### src/rtl/mat_pkg.sv
// Shared definitions for the streamed matrix adder: sequencer states and the
// address-width helper used to size every element index.
package mat_pkg;

  typedef enum logic [1:0] {
    IDLE  = 2'd0,
    RUN   = 2'd1,
    DRAIN = 2'd2,
    DONE  = 2'd3
  } state_t;

  // Index width for a size_a x size_b matrix; never narrower than one bit so a
  // 1x1 matrix still has a legal address port.
  function automatic int calc_aw(input int size_a, input int size_b);
    int n_el;
    int aw;
    n_el = size_a * size_b;
    aw   = $clog2(n_el);
    return (aw < 1) ? 1 : aw;
  endfunction

endpackage

### src/rtl/mat_addr_gen.sv
// Row-major element index counter for the matrix adder. Loads to zero, counts
// up on request and parks at NUM_EL-1 (it never wraps); o_tc flags the last
// index.
module mat_addr_gen #(
  parameter int NUM_EL = 64,
  parameter int AW     = 6
) (
  input  logic          clk,
  input  logic          rst_n,
  input  logic          i_load,
  input  logic          i_inc,
  output logic [AW-1:0] o_addr,
  output logic          o_tc
);

  localparam logic [AW-1:0] LAST = AW'(NUM_EL - 1);
  localparam logic [AW-1:0] ONE  = AW'(1);
  localparam logic [AW-1:0] ZERO = AW'(0);

  logic [AW-1:0] r_addr;

  // Index register: clear on load, step while enabled, hold at the last index.
  always_ff @(posedge clk) begin
    if (!rst_n) begin
      r_addr <= ZERO;
    end else if (i_load) begin
      r_addr <= ZERO;
    end else if (i_inc && (r_addr != LAST)) begin
      r_addr <= r_addr + ONE;
    end else begin
      r_addr <= r_addr;
    end
  end

  assign o_addr = r_addr;
  assign o_tc   = (r_addr == LAST);

endmodule

### src/rtl/mat_add_ctrl.sv
// Streamed element-wise adder for two SIZE_A x SIZE_B signed matrices held in
// external RAMs. One shared adder, one element per cycle, row-major order.
// Read at cycle k+1, operands arrive at k+2, result written at k+3.
// Optional build macro MAT_ADD_SUB_EN adds the 'sub' port (a - b when set,
// captured together with start and held for the whole operation).
module mat_add_ctrl
  import mat_pkg::*;
#(
  parameter  int SIZE_A = 8,
  parameter  int SIZE_B = 8,
  parameter  int N_BITS = 32,
  localparam int NUM_EL = SIZE_A * SIZE_B,
  localparam int AW     = calc_aw(SIZE_A, SIZE_B)
) (
  input  logic                     clk,
  input  logic                     rst_n,
  input  logic                     start,
  output logic                     busy,
  output logic                     done,
  output logic                     rd_en,
  output logic [AW-1:0]            rd_addr,
  input  logic signed [N_BITS-1:0] a_data,
  input  logic signed [N_BITS-1:0] b_data,
  output logic                     wr_en,
  output logic [AW-1:0]            wr_addr,
  output logic signed [N_BITS:0]   wr_data
`ifdef MAT_ADD_SUB_EN
  ,
  input  logic                     sub
`endif
);

  state_t                 r_state;
  state_t                 w_state_nxt;
  logic                   r_drain;
  logic                   w_load;
  logic                   w_inc;
  logic                   w_tc;
  logic [AW-1:0]          w_addr;
  logic                   r_rd_en;
  logic                   r_busy;
  logic                   r_done;
  logic                   r_s2_en;
  logic [AW-1:0]          r_s2_addr;
  logic                   r_wr_en;
  logic [AW-1:0]          r_wr_addr;
  logic signed [N_BITS:0] r_wr_data;
  logic signed [N_BITS:0] w_a_ext;
  logic signed [N_BITS:0] w_b_ext;
  logic signed [N_BITS:0] w_sum;

  assign w_load = (r_state == IDLE) && start;
  assign w_inc  = (r_state == RUN) && !w_tc;

  mat_addr_gen #(
    .NUM_EL (NUM_EL),
    .AW     (AW)
  ) u_addr_gen (
    .clk    (clk),
    .rst_n  (rst_n),
    .i_load (w_load),
    .i_inc  (w_inc),
    .o_addr (w_addr),
    .o_tc   (w_tc)
  );

  // Next-state decode: start only matters in IDLE, DRAIN lasts two cycles.
  always_comb begin
    w_state_nxt = r_state;
    case (r_state)
      IDLE: begin
        if (start) begin
          w_state_nxt = RUN;
        end else begin
          w_state_nxt = IDLE;
        end
      end
      RUN: begin
        if (w_tc) begin
          w_state_nxt = DRAIN;
        end else begin
          w_state_nxt = RUN;
        end
      end
      DRAIN: begin
        if (r_drain) begin
          w_state_nxt = DONE;
        end else begin
          w_state_nxt = DRAIN;
        end
      end
      DONE:    w_state_nxt = IDLE;
      default: w_state_nxt = IDLE;
    endcase
  end

  // State register plus status outputs, registered from the next state so they
  // line up with the state they describe.
  always_ff @(posedge clk) begin
    if (!rst_n) begin
      r_state <= IDLE;
      r_drain <= 1'b0;
      r_rd_en <= 1'b0;
      r_busy  <= 1'b0;
      r_done  <= 1'b0;
    end else begin
      r_state <= w_state_nxt;
      r_drain <= (r_state == DRAIN);
      r_rd_en <= (w_state_nxt == RUN);
      r_busy  <= (w_state_nxt == RUN) || (w_state_nxt == DRAIN);
      r_done  <= (w_state_nxt == DONE);
    end
  end

  assign w_a_ext = {a_data[N_BITS-1], a_data};
  assign w_b_ext = {b_data[N_BITS-1], b_data};

`ifdef MAT_ADD_SUB_EN
  logic r_sub;

  // Operation select is captured with an accepted start and frozen until the next one.
  always_ff @(posedge clk) begin
    if (!rst_n) begin
      r_sub <= 1'b0;
    end else if (w_load) begin
      r_sub <= sub;
    end else begin
      r_sub <= r_sub;
    end
  end

  assign w_sum = r_sub ? (w_a_ext - w_b_ext) : (w_a_ext + w_b_ext);
`else
  assign w_sum = w_a_ext + w_b_ext;
`endif

  // Read pipeline: delay strobe/address to meet the returning RAM data, then
  // register the sum with its address as the write.
  always_ff @(posedge clk) begin
    if (!rst_n) begin
      r_s2_en   <= 1'b0;
      r_s2_addr <= {AW{1'b0}};
      r_wr_en   <= 1'b0;
      r_wr_addr <= {AW{1'b0}};
      r_wr_data <= {(N_BITS + 1){1'b0}};
    end else begin
      r_s2_en   <= r_rd_en;
      r_s2_addr <= w_addr;
      r_wr_en   <= r_s2_en;
      r_wr_addr <= r_s2_addr;
      if (r_s2_en) begin
        r_wr_data <= w_sum;
      end else begin
        r_wr_data <= r_wr_data;
      end
    end
  end

  assign busy    = r_busy;
  assign done    = r_done;
  assign rd_en   = r_rd_en;
  assign rd_addr = w_addr;
  assign wr_en   = r_wr_en;
  assign wr_addr = r_wr_addr;
  assign wr_data = r_wr_data;

endmodule

### config.mk
export PLATFORM = sky130hd
export DESIGN_NAME = mat_add_ctrl
export DESIGN_NICKNAME = d
export VERILOG_FILES = /design/src/rtl/mat_pkg.sv /design/src/rtl/mat_addr_gen.sv /design/src/rtl/mat_add_ctrl.sv
export SDC_FILE = /design/constraint.sdc
export NUM_CORES = 1
export LEC_CHECK = 0
export CORE_MARGIN = 3
export CORE_UTILIZATION = 40
export CTS_BUF_LIST = sky130_fd_sc_hd__clkbuf_4 sky130_fd_sc_hd__clkbuf_8
export DETAILED_ROUTE_END_ITERATION = 8
export GPL_TIMING_DRIVEN = 1
export PLACE_DENSITY = 0.68
export SLEW_MARGIN = 5
export SYNTH_ARGS = -nofsm -noshare
export SYNTH_HDL_FRONTEND = slang
export SYNTH_SLANG_ARGS = --single-unit
### constraint.sdc
create_clock -name clk -period 2.9 [get_ports clk]
set_input_delay 0.435 -clock clk [delete_from_list [all_inputs] [get_ports clk]]
set_output_delay 0.435 -clock clk [all_outputs]
set_load 0.005 [all_outputs]
Word level (Yosys, flattened, before mapping). Index checks and enable logic that the tools add are counted.

$add $sub $neg: 2. Equality and inequality tests: 8. Multiplexer cells: 4. Bitwise logic cells: 1. Reduce and logical (&&, ||, !) cells: 7.

Operators by type and width (count): $add 32x32->33 (1); $eq 2x2->1 const B (4); $pmux 2 s4 (1); $add 6x1->6 const B (1); $eq 6x6->1 const B (1); $ne 6x6->1 const B (1); $eq 2x1->1 const B (2); $logic_and 1x1->1 (3); $logic_not 2->1 (1); $mux 1 (2); $mux 2 (1); $reduce_or 2->1 (1); $logic_not 1->1 (1); $logic_or 1x1->1 (1); $not 1->1 (1).

Bits in registers: 59. Input bits: 67. Output and inout bits: 49. Logic and storage cells: 33.

Depth between registers and ports, before layout. Gate-level depths: netlist of the first run.

Depth in word-level cells: 5. Depth in mapped cells: 9. Mapped depth without buffers: 9.

Modules after synthesis. From an unflattened synthesis of the first run, not the netlist that was laid out.

Cells, all modules: 474. Area total of the unflattened synthesis: 3968.8 µm².

Modules (own cells, without submodules): mat_add_ctrl (instances 1, cells an instance 441, area each 3667.3 µm², seq. area each 1061.0 µm²); mat_addr_gen (instances 1, cells an instance 33, area each 301.5 µm², seq. area each 120.1 µm²).

Least setup slack after synthesis of the first run. No wires, ideal clock.

Kind: input to register. From: in a_data[0]. To: reg r_wr_data[28], in the netlist wr_data[28]. Setup time: 0.126 ns. Data arrival time: 2.275 ns. Required time: 2.774 ns. Setup slack: 0.499 ns. Cell stages on the path: 9. Buffers on the path: 0. Path through: ha_1 fa_1 a21oi_1 o211ai_2 a31oi_4 a2111oi_4 a211oi_2 xor2_1 o21ai_1.

Cells in the longest elaborated chain, start to end: 1.

Ends and longest elaborated chain: start: declaration (line mat_add_ctrl.sv:22) `input logic signed [N_BITS-1:0] a_data,`; $add 32x32->33 (line mat_add_ctrl.sv:134) `assign w_sum = w_a_ext + w_b_ext;`; end signal: assignment (line mat_add_ctrl.sv:145) `r_wr_data <= {(N_BITS + 1){1'b0}};`; end signal: assignment (line mat_add_ctrl.sv:152) `r_wr_data <= w_sum;`; end signal: assignment (line mat_add_ctrl.sv:154) `r_wr_data <= r_wr_data;`; end: declaration (line mat_add_ctrl.sv:47) `logic signed [N_BITS:0] r_wr_data;`.

Every way passes these cells. A chain may end at the register's enable or synchronous reset.

Worst setup path after layout of the first run. Same ends and word-level chain as after synthesis.

==> impl_metrics.json, run 1 <==
{
  "start_util_pct": 42.2,
  "slew_violations": 0,
  "ys_warn_count": 0,
  "cts_tree": "yes",
  "required_ps": 3120,
  "fin_skew_ps": 11.0,
  "yosysTopAreaCell": "dfxtp_1",
  "htreeDepth": 3,
  "peakVddDrop_mv": 0.209,
  "p_int_uw": 1560,
  "drtIter0Drc": 152,
  "clock.fmax_ghz": 0.375,
  "async_reset_ff_share_pct": 0,
  "powerDensity_nw_per_um2": 431,
  "r2r-end": "u_addr_gen.o_addr[5]",
  "power_leakage_uw": 0.00215,
  "cp.arrival_ps": 2890,
  "fin_ws_ps": 233,
  "fin_crit_sh_pct": 92.0,
  "p_sw_uw": 748,
  "syn_nets": 557,
  "clk_latency_ps": 340,
  "synth_cell_types": 55,
  "die_w_um": 103,
  "vias_per_cell": 5.31,
  "crit_end": "wr_data[28]",
  "gp_congestion": 0.832,
  "avgSynthCellArea_um2": 8.31,
  "dp_worst_setup_slack_ps": -120,
  "route.detailed.drc": 0,
  "hold_path_class": "register to register",
  "yosys.cell_count.top_type": "dfxtp_1",
  "firstDrtPassIters": 5,
  "crit_cells": 10,
  "setup_viol": 0,
  "antenna_found_initial": 0,
  "cpMaxStageDelayCell": "fa_1",
  "cp-start-kind": "input pin",
  "cp-end-kind": "register",
  "crit_family": "compound AO/OA/AOI/OAI gates",
  "syn_area_um2": 3770,
  "timing_worst_setup_path_type": "input pin to register",
  "p_total_uw": 2300,
  "netSwitchingFraction_pct": 32.5,
  "clockBufferDepth": 2,
  "max_slew_margin_pct": 68.4,
  "comb_power_share_pct": 31.2,
  "grt_pass1_vias": 3595,
  "dieArea_um2": 10600,
  "synth_edf_count": 0,
  "rr_worst_depth": 8,
  "overflow": 0,
  "clk_pin_slew_ps": 80,
  "cts_resized": 0,
  "cp_slowest_stage_delay_ps": 410,
  "final_layout_size_suffix_gt1_share_pct": 8.63,
  "layout.nets": 689,
  "core_area_um2": 8930,
  "synth_area_leaders": "dfxtp_1 31%, ha_1 12%, nand2_1 5.7%",
  "synthCells": 454,
  "cts_buffers": 9,
  "p_seq_share_pct": 37.7,
  "yosys_register_bits": 59,
  "fillCellCount": 825,
  "grt_pass1_wl_um": 17300,
  "worstSetupStartpoint": "a_data[0]",
  "postCtsSetupBuffers": 0,
  "cts_hold_buf": 0,
  "hold_viol_final": 0,
  "reg2reg_slack_ps": 820,
  "n_antenna_cell": 0,
  "dp_hpwl_um": 8580,
  "rsz0062_at_grt": "false",
  "netlist_top_cells_count": "59 x dfxtp_1, 57 x nand2_1, 38 x a21oi_1",
  "postLayoutCoreUtil_pct": 59.9,
  "cp_num_buf_inv": 1,
  "p_clk_share_pct": 31.1,
  "yosysSeqAreaShare_pct": 31.3,
  "wl_per_cell_um": 15.3,
  "wirelength_um": 10700,
  "synth_top_area_share_pct": 31.3,
  "holdWs_ps": 433,
  "cts-root-buf": "clkbuf_8",
  "dr_total_vias": 3710,
  "fin_crit_ps": 2670,
  "fp-row-count": 34,
  "grt_max_degree": 41,
  "syn2layout_area_growth_pct": 41.8,
  "clock-sinks": 59,
  "maxCapViolations": 0,
  "synthFlopType": "dfxtp_1",
  "grt.total_usage_pct": 20.7,
  "tightest_slew_ps": 474,
  "r2r-start": "u_addr_gen.o_addr[0]",
  "outcome": "finished clean",
  "cp_cell_sequence": "clkdlybuf4s50_1 > ha_1 > fa_1 > a21oi_1 > o211ai_2 > a31oi_4 > a2111oi_4 > a211oi_2 > xor2_1 > o21ai_1",
  "critPathMaxFanout": 3,
  "port_buffers": 115,
  "io_pins": 116,
  "ant_nets": 0,
  "die_h_um": 103
}
routing by layer:
metal | up-vias | routed length, um | track usage (%)
met3 | 14 | 641 | 3.86
li1 | 1873 | - | -
met2 | 111 | 4980 | 33.4
met5 | - | 0 | 0
met1 | 1712 | 4940 | 28.0
met4 | 0 | 143 | 6.27
cell families (layout without fill, tap and decap cells):
kind of cell    after synthesis  in the layout  synth area share (%)
flops                        59             59                  31.3
compound gates              124            124                  21.7
simple gates                159            159                  20.8
mux                          12             12                  3.18
xor+xnor                     32             32                  7.43
fa+ha+maj                    36             36                  12.1
buf+inv                      32            169                  3.48
cell usage in the layout (no fill, tap or decap), types with 4 or more instances in the layout:
cell type and count:
clkdlybuf4s50_1 115, dfxtp_1 59, nand2_1 57, a21oi_1 38, ha_1 35, o21ai_0 29, nor2_1 27, buf_4 25
nor2b_1 18, and2_1 18, xnor2_1 17, xor2_1 15, inv_1 13, mux2i_1 12, nand4_1 11, clkbuf_8 10
a21o_1 8, nand3_1 7, o21ai_1 7, nor3_1 6, o21a_1 5, o211a_1 4
final cells by class:
| cell class | count | area (um^2) | area share (%) |
|---|---|---|---|
| multi-input combinational | 363 | 2460 | 46.0 |
| timing repair buffer | 140 | 1340 | 25.0 |
| sequential | 59 | 1180 | 22.1 |
| clock buffer | 10 | 138 | 2.57 |
| tap | 108 | 135 | 2.53 |
| inverter | 13 | 48.8 | 0.912 |
| clock inverter | 6 | 47.5 | 0.889 |
worst min path at each step:
stage,from,to,slack (ps),cells past startpoint
after floorplan,r_s2_addr[0],wr_addr[0],410,1
after global placement,r_s2_addr[2],wr_addr[2],420,1
after detailed placement,r_s2_addr[2],wr_addr[2],420,1
after CTS,r_s2_addr[2],wr_addr[2],430,1
after global routing,r_s2_addr[3],wr_addr[3],440,1
final,r_s2_addr[4],wr_addr[4],430,1
sequential cells by signal (all words and copies together), names as in the netlist, 2 cells and up:
register and count:
r_state 2, wr_addr 6, r_s2_addr 6, u_addr_gen.o_addr 6, wr_data 33
worst reg2reg max path, delay by kind of cell (launching register included):
family | cells | cell delay [ps]
XOR/XNOR | 1 | 150
adder cells (fa/ha/maj) | 1 | 240
flip-flops | 1 | 380
AND/OR/NAND/NOR | 6 | 1190
through the flow:
stage	instances	area [um^2]	setup TNS [ps]
2_1_floorplan	454	3770	0
3_3_place_gp	683	5160	-63.1
3_5_place_dp	683	5160	-306
4_1_cts	699	5350	0
5_1_grt	699	5350	0
6_report	699	5350	0
power by group through the flow:
stage               clock network, uW  logic, uW  registers (uW)
floorplan                           0        404             888
global placement                    0        706             888
CTS                               727        717             870
detailed placement                  0        712             889
global route                      767        794             874
finish                            716        719             870
(Power assumes the default switching activity.)
==> inputs of run 2 (changes only) <==
Settings changed: SLEW_MARGIN 5 to 20.
==> results of run 2 <==
Same layout as run 1: the final DEF is identical, and so are final timing and power.
==> inputs of run 3 (changes only) <==
Settings changed: CTS_CLUSTER_SIZE set to 24, PLACE_DENSITY 0.68 to 0.71, SETUP_SLACK_MARGIN set to 0.2.
Clock period 2.9 ns to 2.15 ns, I/O delays scaled along.
==> run 3 against run 2 <==
Flip-flop and latch count is the same. Via count is 19% higher. Clock skew down 0.77 ps. Wire length up 39%. Power rose by 70%. Cell count is 15% higher. Final area increased by 32%. Critical path depth unchanged. Sequential share of layout area decreased by 5.3 points. Register-to-register slack got worse by 540 ps. Critical endpoint unchanged.
==> impl_metrics.json, run 3 (synthesis results as in run 1) <==
{
  "grt.total_usage_pct": 26.3,
  "antenna_found_initial": 1,
  "port_buffers": 115,
  "hold_viol_final": 0,
  "grt_pass1_wl_um": 21700,
  "p_total_uw": 3910,
  "tightest_slew_ps": 462,
  "hold_path_class": "input pin to register",
  "overflow": 0,
  "p_int_uw": 2640,
  "cp-end-kind": "register",
  "io_pins": 116,
  "fin_crit_ps": 2040,
  "fin_crit_sh_pct": 95.0,
  "maxCapViolations": 0,
  "gp_congestion": 0.955,
  "holdWs_ps": 358,
  "netSwitchingFraction_pct": 32.4,
  "cp-start-kind": "input pin",
  "required_ps": 2390,
  "p_sw_uw": 1270,
  "die_w_um": 103,
  "clock.fmax_ghz": 0.490,
  "fp-row-count": 34,
  "final_layout_size_suffix_gt1_share_pct": 39.9,
  "clk_latency_ps": 360,
  "slew_violations": 0,
  "dp_worst_setup_slack_ps": -576,
  "dieArea_um2": 10600,
  "comb_power_share_pct": 40.2,
  "cp_slowest_stage_delay_ps": 390,
  "clockBufferDepth": 2,
  "htreeDepth": 3,
  "cts_buffers": 9,
  "rsz0062_at_grt": "true",
  "peakVddDrop_mv": 0.578,
  "clock-sinks": 59,
  "dp_hpwl_um": 9730,
  "dr_total_vias": 4425,
  "p_seq_share_pct": 30.1,
  "cp_cell_sequence": "buf_6 > ha_4 > fa_2 > a21oi_4 > o211ai_4 > a31oi_4 > a2111oi_4 > a211oi_2 > xor2_1 > o21ai_1",
  "cts-root-buf": "clkbuf_8",
  "cts_tree": "yes",
  "fin_ws_ps": 108,
  "largest_reg_flops": 33,
  "wl_per_cell_um": 18.6,
  "route.detailed.drc": 0,
  "drtIter0Drc": 269,
  "outcome": "finished clean",
  "final_cell_mix": "113 x buf_4, 58 x clkdlybuf4s50_1, 57 x dfxtp_1",
  "wirelength_um": 14900,
  "firstDrtPassIters": 5,
  "vias_per_cell": 5.50,
  "layout_commonest_cell": "buf_4",
  "setup_viol": 0,
  "power_leakage_uw": 0.00287,
  "p_clk_share_pct": 29.7,
  "layout.nets": 793,
  "core_area_um2": 8930,
  "critPathMaxFanout": 4,
  "clk_pin_slew_ps": 70,
  "die_h_um": 103,
  "powerDensity_nw_per_um2": 555,
  "grt_max_degree": 39,
  "syn2layout_area_growth_pct": 86.5,
  "max_slew_margin_pct": 68.8,
  "cpMaxStageDelayCell": "fa_2",
  "grt_pass1_vias": 4495,
  "cp.arrival_ps": 2280,
  "fin_skew_ps": 10.2,
  "start_util_pct": 42.2,
  "ant_nets": 0,
  "timing_worst_setup_path_type": "input pin to register"
}
-- run 3: cell count changes in the layout (fill, tap and decap cells not counted), sizes merged, moves of 2 or more --
cell | before | now
clkinv | 3 | 1
bufinv | 0 | 2
buf | 25 | 131
dlygate4sd2 | 0 | 32
clkbuf | 10 | 22
clkdlybuf4s50 | 115 | 58
clkdlybuf4s15 | 0 | 9
dlymetal6s2s | 0 | 2
-- run 3: layout make-up --
type	instances	area [um^2]
clock buffer	10	131
tap	108	135
fill	581	1890
sequential	59	1180
multi-input combinational	363	3360
timing repair buffer	244	2090
antenna	1	2.50
clock inverter	6	88.8
inverter	13	48.8
-- run 3: worst max-delay path: cells and delay by family --
kind	cells	cell delay [ps]
AO/OA/AOI/OAI	6	1110
XOR/XNOR	1	210
adder cells (fa/ha/maj)	2	540
buffers and inverters	1	100
-- run 3: timing repair --
action                                  in CTS  in global routing
cloned                                       0                  0
hold buffers                                 0                  0
resized for setup                          166                 92
endpoints found under the setup margin      27                 27
buffers inserted                            23                  6
pin swaps                                   70                 46
-- run 3: power by group through the flow --
stage | Sequential (uW) | Combinational, uW | Clock (uW)
2_1_floorplan | 1200 | 576 | 0
3_3_place_gp | 1200 | 1180 | 0
3_5_place_dp | 1200 | 1190 | 0
4_1_cts | 1180 | 1390 | 1180
5_1_grt | 1180 | 1670 | 1220
6_report | 1180 | 1570 | 1160
-- run 3: worst paths after layout --
| check | slack (ps) | to | cells past startpoint | start |
|---|---|---|---|---|
| min | 360 | wr_data[0] | 4 | b_data[0] |
| min reg2reg | 430 | wr_addr[3] | 1 | r_s2_addr[3] |
| max | 110 | wr_data[28] | 10 | a_data[0] |
| max reg2reg | 280 | u_addr_gen.o_addr[3] | 9 | u_addr_gen.o_addr[0] |
-- run 3: metal layers --
layer | GRT usage, % | vias to the layer above | share of wire [%]
li1 | - | 2080 | -
met1 | 32.1 | 2118 | 41
met2 | 44.2 | 180 | 49
met3 | 6.90 | 47 | 7.3
met4 | 10.1 | 0 | 3.2
met5 | 0 | - | 0
-- run 3: through the flow --
stage / cells / utilization (%) / area, um^2 / TNS (ps)
floorplan: 454 / - / 3920 / 0
global placement: 758 / 65.7 / 5870 / -10410
detailed placement: 758 / 65.7 / 5870 / -10690
CTS: 797 / 75.4 / 6740 / 0
global route: 804 / 78.8 / 7040 / 0
finish: 804 / 78.8 / 7040 / 0
